## src/rtl/hist_lut_uygulayici.sv

```systemverilog
// hist_lut_uygulayici
// Applies a 256-entry grey-level lookup table (histogram equalisation map)
// to a pixel stream.
//
// Operation
//   - The block comes out of reset in the load phase (YUKLE) with an
//     identity LUT.
//   - In the load phase the LUT is written, then lut_done moves the block
//     to streaming (ISLE).
//   - In streaming, each accepted pixel is mapped with one cycle of latency
//     and ready/valid flow control.
//   - After MAX_ROW pixels have left the block, one BITIS cycle pulses
//     frame_done, clears the counters and returns to ISLE. The LUT is kept.
//
// Ports
//   clk, rst                    : clock, synchronous active-high reset
//   lut_wr_en/addr/data         : LUT write port, honoured only in YUKLE
//   lut_done                    : ends LUT loading (YUKLE -> ISLE)
//   lut_reload                  : returns to YUKLE between frames only
//   pix_in/_valid/_ready        : source pixel stream
//   pix_out/_valid/_ready       : mapped pixel stream
//   frame_done                  : one-cycle pulse after the last pixel of a frame
//   yukleme                     : high while in YUKLE
module hist_lut_uygulayici #(
  parameter int MAX_ROW = 76800
) (
  input  logic       clk,
  input  logic       rst,
  input  logic       lut_wr_en,
  input  logic [7:0] lut_wr_addr,
  input  logic [7:0] lut_wr_data,
  input  logic       lut_done,
  input  logic       lut_reload,
  input  logic [7:0] pix_in,
  input  logic       pix_in_valid,
  output logic       pix_in_ready,
  output logic [7:0] pix_out,
  output logic       pix_out_valid,
  input  logic       pix_out_ready,
  output logic       frame_done,
  output logic       yukleme
);

  typedef enum logic [1:0] {
    YUKLE = 2'd0,
    ISLE  = 2'd1,
    BITIS = 2'd2
  } state_t;

  localparam logic [16:0] MAX_ROW_C    = 17'(MAX_ROW);
  localparam logic [16:0] MAX_ROW_M1_C = 17'(MAX_ROW - 1);

  state_t      state_r;
  state_t      state_nx_s;
  logic [7:0]  lut_r [256];
  logic [16:0] in_cnt_r;
  logic [16:0] out_cnt_r;
  logic [7:0]  pix_out_r;
  logic        pix_out_valid_r;
  logic        frame_done_r;
  logic        in_room_s;
  logic        pix_in_ready_s;
  logic        in_hs_s;
  logic        out_hs_s;
  logic        frame_end_s;
  logic        reload_ok_s;

  // Handshake decode and next-state selection.
  always_comb begin
    state_nx_s     = state_r;
    in_room_s      = 1'b0;
    pix_in_ready_s = 1'b0;
    in_hs_s        = 1'b0;
    out_hs_s       = 1'b0;
    frame_end_s    = 1'b0;
    reload_ok_s    = 1'b0;

    if (in_cnt_r < MAX_ROW_C) begin
      in_room_s = 1'b1;
    end else begin
      in_room_s = 1'b0;
    end

    // The output register can take a new pixel when it is empty, or when it
    // is being drained in the same cycle.
    pix_in_ready_s = (state_r == ISLE) && in_room_s &&
                     (!pix_out_valid_r || pix_out_ready);
    in_hs_s        = pix_in_valid && pix_in_ready_s;
    out_hs_s       = pix_out_valid_r && pix_out_ready;
    frame_end_s    = (state_r == ISLE) && out_hs_s && (out_cnt_r == MAX_ROW_M1_C);

    // A reload is only safe between frames: nothing accepted, nothing pending.
    reload_ok_s    = lut_reload && (in_cnt_r == 17'd0) && !pix_out_valid_r;

    case (state_r)
      YUKLE: begin
        if (lut_done) begin
          state_nx_s = ISLE;
        end else begin
          state_nx_s = YUKLE;
        end
      end
      ISLE: begin
        if (frame_end_s) begin
          state_nx_s = BITIS;
        end else if (reload_ok_s) begin
          state_nx_s = YUKLE;
        end else begin
          state_nx_s = ISLE;
        end
      end
      BITIS: begin
        state_nx_s = ISLE;
      end
      default: begin
        state_nx_s = YUKLE;
      end
    endcase
  end

  // LUT storage: identity on reset, writable only during the load phase.
  always_ff @(posedge clk) begin
    if (rst) begin
      for (int i = 0; i < 256; i++) begin
        lut_r[i] <= 8'(i);
      end
    end else if ((state_r == YUKLE) && lut_wr_en) begin
      lut_r[lut_wr_addr] <= lut_wr_data;
    end
  end

  // Output pixel register: holds its value while stalled.
  always_ff @(posedge clk) begin
    if (rst) begin
      pix_out_r       <= 8'd0;
      pix_out_valid_r <= 1'b0;
    end else if (in_hs_s) begin
      pix_out_r       <= lut_r[pix_in];
      pix_out_valid_r <= 1'b1;
    end else if (out_hs_s) begin
      pix_out_valid_r <= 1'b0;
    end
  end

  // State, frame counters and the frame_done pulse.
  always_ff @(posedge clk) begin
    if (rst) begin
      state_r      <= YUKLE;
      in_cnt_r     <= 17'd0;
      out_cnt_r    <= 17'd0;
      frame_done_r <= 1'b0;
    end else begin
      state_r      <= state_nx_s;
      // frame_done is high exactly during the single BITIS cycle.
      frame_done_r <= frame_end_s;
      if (state_r == BITIS) begin
        in_cnt_r  <= 17'd0;
        out_cnt_r <= 17'd0;
      end else begin
        if (in_hs_s) begin
          in_cnt_r <= in_cnt_r + 17'd1;
        end
        if (out_hs_s) begin
          out_cnt_r <= out_cnt_r + 17'd1;
        end
      end
    end
  end

  assign pix_in_ready  = pix_in_ready_s;
  assign pix_out       = pix_out_r;
  assign pix_out_valid = pix_out_valid_r;
  assign frame_done    = frame_done_r;
  assign yukleme       = (state_r == YUKLE);

endmodule

```

## config.mk

```make
export PLATFORM = sky130hd
export DESIGN_NAME = hist_lut_uygulayici
export DESIGN_NICKNAME = d
export VERILOG_FILES = /design/src/rtl/hist_lut_uygulayici.sv
export SDC_FILE = /design/constraint.sdc
export NUM_CORES = 2
export LEC_CHECK = 0
export CAP_MARGIN = 20
export CORE_MARGIN = 4
export CORE_UTILIZATION = 29
export DETAILED_ROUTE_END_ITERATION = 8
export PLACE_DENSITY = 0.54
export SKIP_LAST_GASP = 1
export SYNTH_ARGS = -nofsm -noshare
export SYNTH_HDL_FRONTEND = slang
export SYNTH_SLANG_ARGS = --single-unit
```

## constraint.sdc

```tcl
create_clock -name clk -period 2.8 [get_ports clk]
set_input_delay 0.7 -clock clk [delete_from_list [all_inputs] [get_ports clk]]
set_output_delay 0.7 -clock clk [all_outputs]
set_load 0.005 [all_outputs]
```

=== Word-level counts from Yosys, hierarchy flattened ===
Memories as Yosys holds them, arrays and structs flattened. A register that Yosys moved wholly into a read port is not among the register bits.
Cells that the tools add are included.

* Register bits after elaboration: 38
* RAM bits: 2,048
* Output and inout port bits: 12
* Memories kept: 1

* Add/subtract/negate cells: 2
* Magnitude comparators: 1
* Equality and inequality tests: 3
* Multiplexer cells: 15
* Reductions and logical operators: 16

{| class="wikitable"
|+ Memory list
! memory !! words !! bits a word !! rd ports !! clocked after Yosys merged registers in !! write ports !! RTL line !! RTL
|-
| lut_r || 256 || 8 || 1 || 1 || 256 || 55 || <nowiki>logic [7:0] lut_r [256];</nowiki>
|}

{| class="wikitable"
|+ Operators by type and width
! cell !! number
|-
| $add A17 B1 Y17 const B || 2
|-
| $eq A17 B17 Y1 const B || 1
|-
| $logic_not A17 Y1 || 1
|-
| $lt A17 B17 Y1 const B || 1
|-
| $mux W8 || 2
|-
| $mux W1 || 11
|-
| $logic_and A1 B1 Y1 || 9
|-
| $reduce_or A8 Y1 || 1
|-
| $pmux W2 S3 || 1
|-
| $eq A2 B1 Y1 const B || 1
|-
| $eq A2 B2 Y1 const B || 1
|-
| $logic_not A2 Y1 || 1
|-
| $mux W2 || 1
|-
| $reduce_bool A2 Y1 || 1
|-
| $reduce_or A2 Y1 || 1
|-
| $logic_not A1 Y1 || 1
|-
| $logic_or A1 B1 Y1 || 1
|}

=== Logic depth before layout (Yosys ltp) ===
* Depth after elaboration: 7
* Mapped depth: 12

=== Least setup slack after synthesis ===
Ideal clock, no wire load.

* Path kind: input port to flip-flop
* From: in pix_in[0]
* To: reg pix_out_r[5], in the netlist pix_out[5], read port of lut_r
* Setup time: 0.122 ns
* Data arrival time: 2.522 ns
* Data required time: 2.678 ns
* Setup slack: 0.156 ns
* Stages on the path: 7
* Path through: buf_6 -> buf_8 -> mux4_1 -> mux4_2 -> o211ai_1 -> nor3_1 -> a221o_1

{| class="wikitable"
|+ RTL lines
! what !! RTL line !! RTL
|-
| start, declared || 34 || <nowiki>input logic [7:0] pix_in,</nowiki>
|-
| end, declared || 58 || <nowiki>logic [7:0] pix_out_r;</nowiki>
|}

==> flow_summary.json <==
{
  "antenna_found_initial": 17,
  "core_area_um2": 339800,
  "synth_area_leaders": "edfxtp_1, mux4_2, or3_1",
  "min_path_type": "input port to flip-flop",
  "ioPinCount": 43,
  "synth_edf_count": 2048,
  "synth_seq_area_share_pct": 63.10,
  "yosys.cell_types.count": 85,
  "path_clk_slew_ns": 0.07,
  "drt_iter0_markers": 6250,
  "r2r-start": "state_r[1]$_SDFF_PP0_",
  "dp_cells": 11690,
  "min_from": "rst",
  "required_ns": 3.62,
  "slew_violations": 0,
  "grt_max_degree": 152,
  "syn_to_final_growth_pct": 19.24,
  "synth.top_cells.by_count": "edfxtp_1, or3_1, and2_1",
  "wire_per_inst_um": 25.72,
  "cp-start-kind": "input port",
  "final_cells": 12120,
  "clk_latency_ns": 0.91,
  "cts_tree": "yes",
  "yosys_warnings": 0,
  "ir_drop_v": 0.0004869,
  "async_flop_share_pct": 0,
  "worst_pin_slew_ns": 1.111,
  "nets": 7423,
  "first_pass_iters": 6,
  "die_w_um": 592.0,
  "cts-root-buf": "clkbuf_16",
  "synthFlopType": "edfxtp_1",
  "syn_inst": 6867,
  "io_buffers": 42,
  "setup_viol": 3,
  "hpwl_mm": 208.8,
  "slew_headroom_pct": 25.91,
  "cap_violations": 0,
  "drive_gt1_share_pct": 25.93,
  "drc": 0,
  "grt_pass1_vias": 62570,
  "synth_most_common_cell": "edfxtp_1",
  "arrival_ns": 3.69,
  "fmax_mhz": 348.7,
  "synth_area_leader_cell": "edfxtp_1",
  "hold_violations": 0,
  "setup_slack_ns": -0.06764,
  "cts_num_sinks": 2094,
  "skew_ns": 0.07663,
  "critPathLaunch": "pix_in[1]",
  "avgSynthCellArea_um2": 14.41,
  "start_util_pct": 29.11,
  "rsz0062_at_grt": "yes",
  "fin_crit_sh_pct": 102.4,
  "track_usage_pct": 17.43,
  "crit_fanout": 41,
  "place_congestion": 0.8827,
  "netlist.area_leader.share_pct": 62.17,
  "via_per_inst": 5.130,
  "cts_buffers": 229,
  "clockBufferDepth": 4,
  "layout_min_cycle_time_ns": 2.868,
  "h-tree-depth": 4,
  "dieArea_um2": 350500,
  "num_rows": 214,
  "postCtsSetupRepairBufs": 0,
  "powerDensity_nw_per_um2": 596.9,
  "ys_ff_latch": 2094,
  "endpoint_kind": "flip-flop",
  "vias": 62180,
  "status": "complete, but fails checks",
  "wl_mm": 311.8,
  "ant_nets": 0,
  "violations": "negative setup slack",
  "final_core_util_pct": 34.71,
  "synth_nets": 6901,
  "grt_pass1_wl_mm": 452.9,
  "overflow": 0,
  "die_h_um": 592.0,
  "p_leak_nw": 38.06,
  "n_fill_cell": 32550,
  "synth_area_um2": 98920,
  "crit_type": "input port to flip-flop"
}
[cell type report]
class	instances	area [um2]	share of cell area (%)
Timing Repair Buffer	1014	9605	8.143
Tap cell	4536	5675	4.812
Sequential cell	2094	62430	52.93
Antenna cell	10	25.02	0.02122
Clock buffer	274	5971	5.062
Inverter	14	57.56	0.04880
Multi-Input combinational cell	4036	32930	27.92
Clock inverter	142	1260	1.068
[registers in the layout (all words and copies together), names as in the netlist]
signal / cells
frame_done: 1
state_r: 2
in_cnt_r: 17
out_cnt_r: 17
pix_out: 8
lut_r: 2048
pix_out_valid: 1
[metrics by stage]
step | power [mW] | area, um2 | setup WS (ns) | hold slack, ns | TNS [ns]
2_1_floorplan | 38.67 | 98920 | 0.1559 | 0.4500 | 0
3_5_place_dp | 41.34 | 110600 | -1.228 | 0.4836 | -1514.55
5_1_grt | 72.51 | 117900 | -0.0005664 | 0.3384 | -0.0005664
6_report | 70.41 | 118000 | -0.06764 | 0.3516 | -0.1449
4_1_cts | 70.93 | 117900 | -0.2905 | 0.3023 | -0.2905
3_3_place_gp | 41.28 | 110600 | -1.359 | 0.4700 | -1403.24
[layout by cell type (no fill, tap or decap), drive strengths merged, types with 19 or more instances in the layout]
cell and instances:
or2 249, or3 1037, buf 979, mux2i 214
o22ai 92, nor3 35, and3 25, o21ai 59
clkdlybuf4s50 27, a211oi 26, a22oi 28, mux4 424
nand2 134, clkinv 111, and2 1020, clkbuf 280
bufinv 19, a21oi 53, o221ai 45, inv 20
edfxtp 2048, a2111oi 24, dfxtp 46, nand3 47
nand4 21, nor2 327
[cell families (layout without fill, tap and decap cells)]
kind of cell               Yosys count  after routing  synth area share (%)
and+or+nand+nor                   2962           2962                 17.55
DFF                               2094           2094                 63.10
buffers and inverters              737           1444                 3.956
muxes                              642            642                 12.25
AOI/OAI and AO/OA                  405            405                 2.893
xor gates and xnor gates            24             24                0.2125
adders and majority gates            3              3               0.03795
other                                0             10                     0
[path summary, 6_finish.rpt]
| path | endpoint | slack, ns | cells after the start |
|---|---|---|---|
| max reg2reg | lut_r[150][4]$_SDFFCE_PN1P_ | 0.14 | 9 |
| min | state_r[0]$_SDFF_PP0_ | 0.35 | 3 |
| min reg2reg | out_cnt_r[5]$_SDFFE_PP0N_ | 0.49 | 2 |
| max | pix_out[4]$_SDFFE_PP0P_ | -0.07 | 12 |
[power by group]
group          total, mW  internal [mW]  switching (mW)
Clock               29.7           16.9            12.8
Combinational       5.36           1.95            3.41
Sequential          35.3           35.1           0.246
Total               70.4           53.9            16.5
[critical path, stage by stage]
cell and delay (ns):
buf_8 0.09, buf_12 0.17, buf_12 0.23, buf_12 0.31, buf_4 0.22, mux4_2 0.26, o31ai_1 0.08, a211oi_1 0.56
buf_4 0.21, o211ai_1 0.12, nor3_2 0.46, a211o_1 0.17
[timing repair]
action | in CTS | in global routing
gates cloned | 0 | 0
endpoints found under the setup margin | 11 | 36
gates resized for setup | 19 | 13
hold buffers | 0 | 0
hold endpoints to repair | 0 | 0
[metal layers]
layer	vias to the layer above	track usage [%]	part of all wire (%)	routed length, um
met3	446	2.378	6.6	20660
li1	27110	-	-	-
met4	0	4.888	3.0	9466
met1	32470	24.17	42	132400
met2	2146	28.61	48	149200
met5	-	0	0	0
No activity file was read; power rests on OpenSTA's default activity.
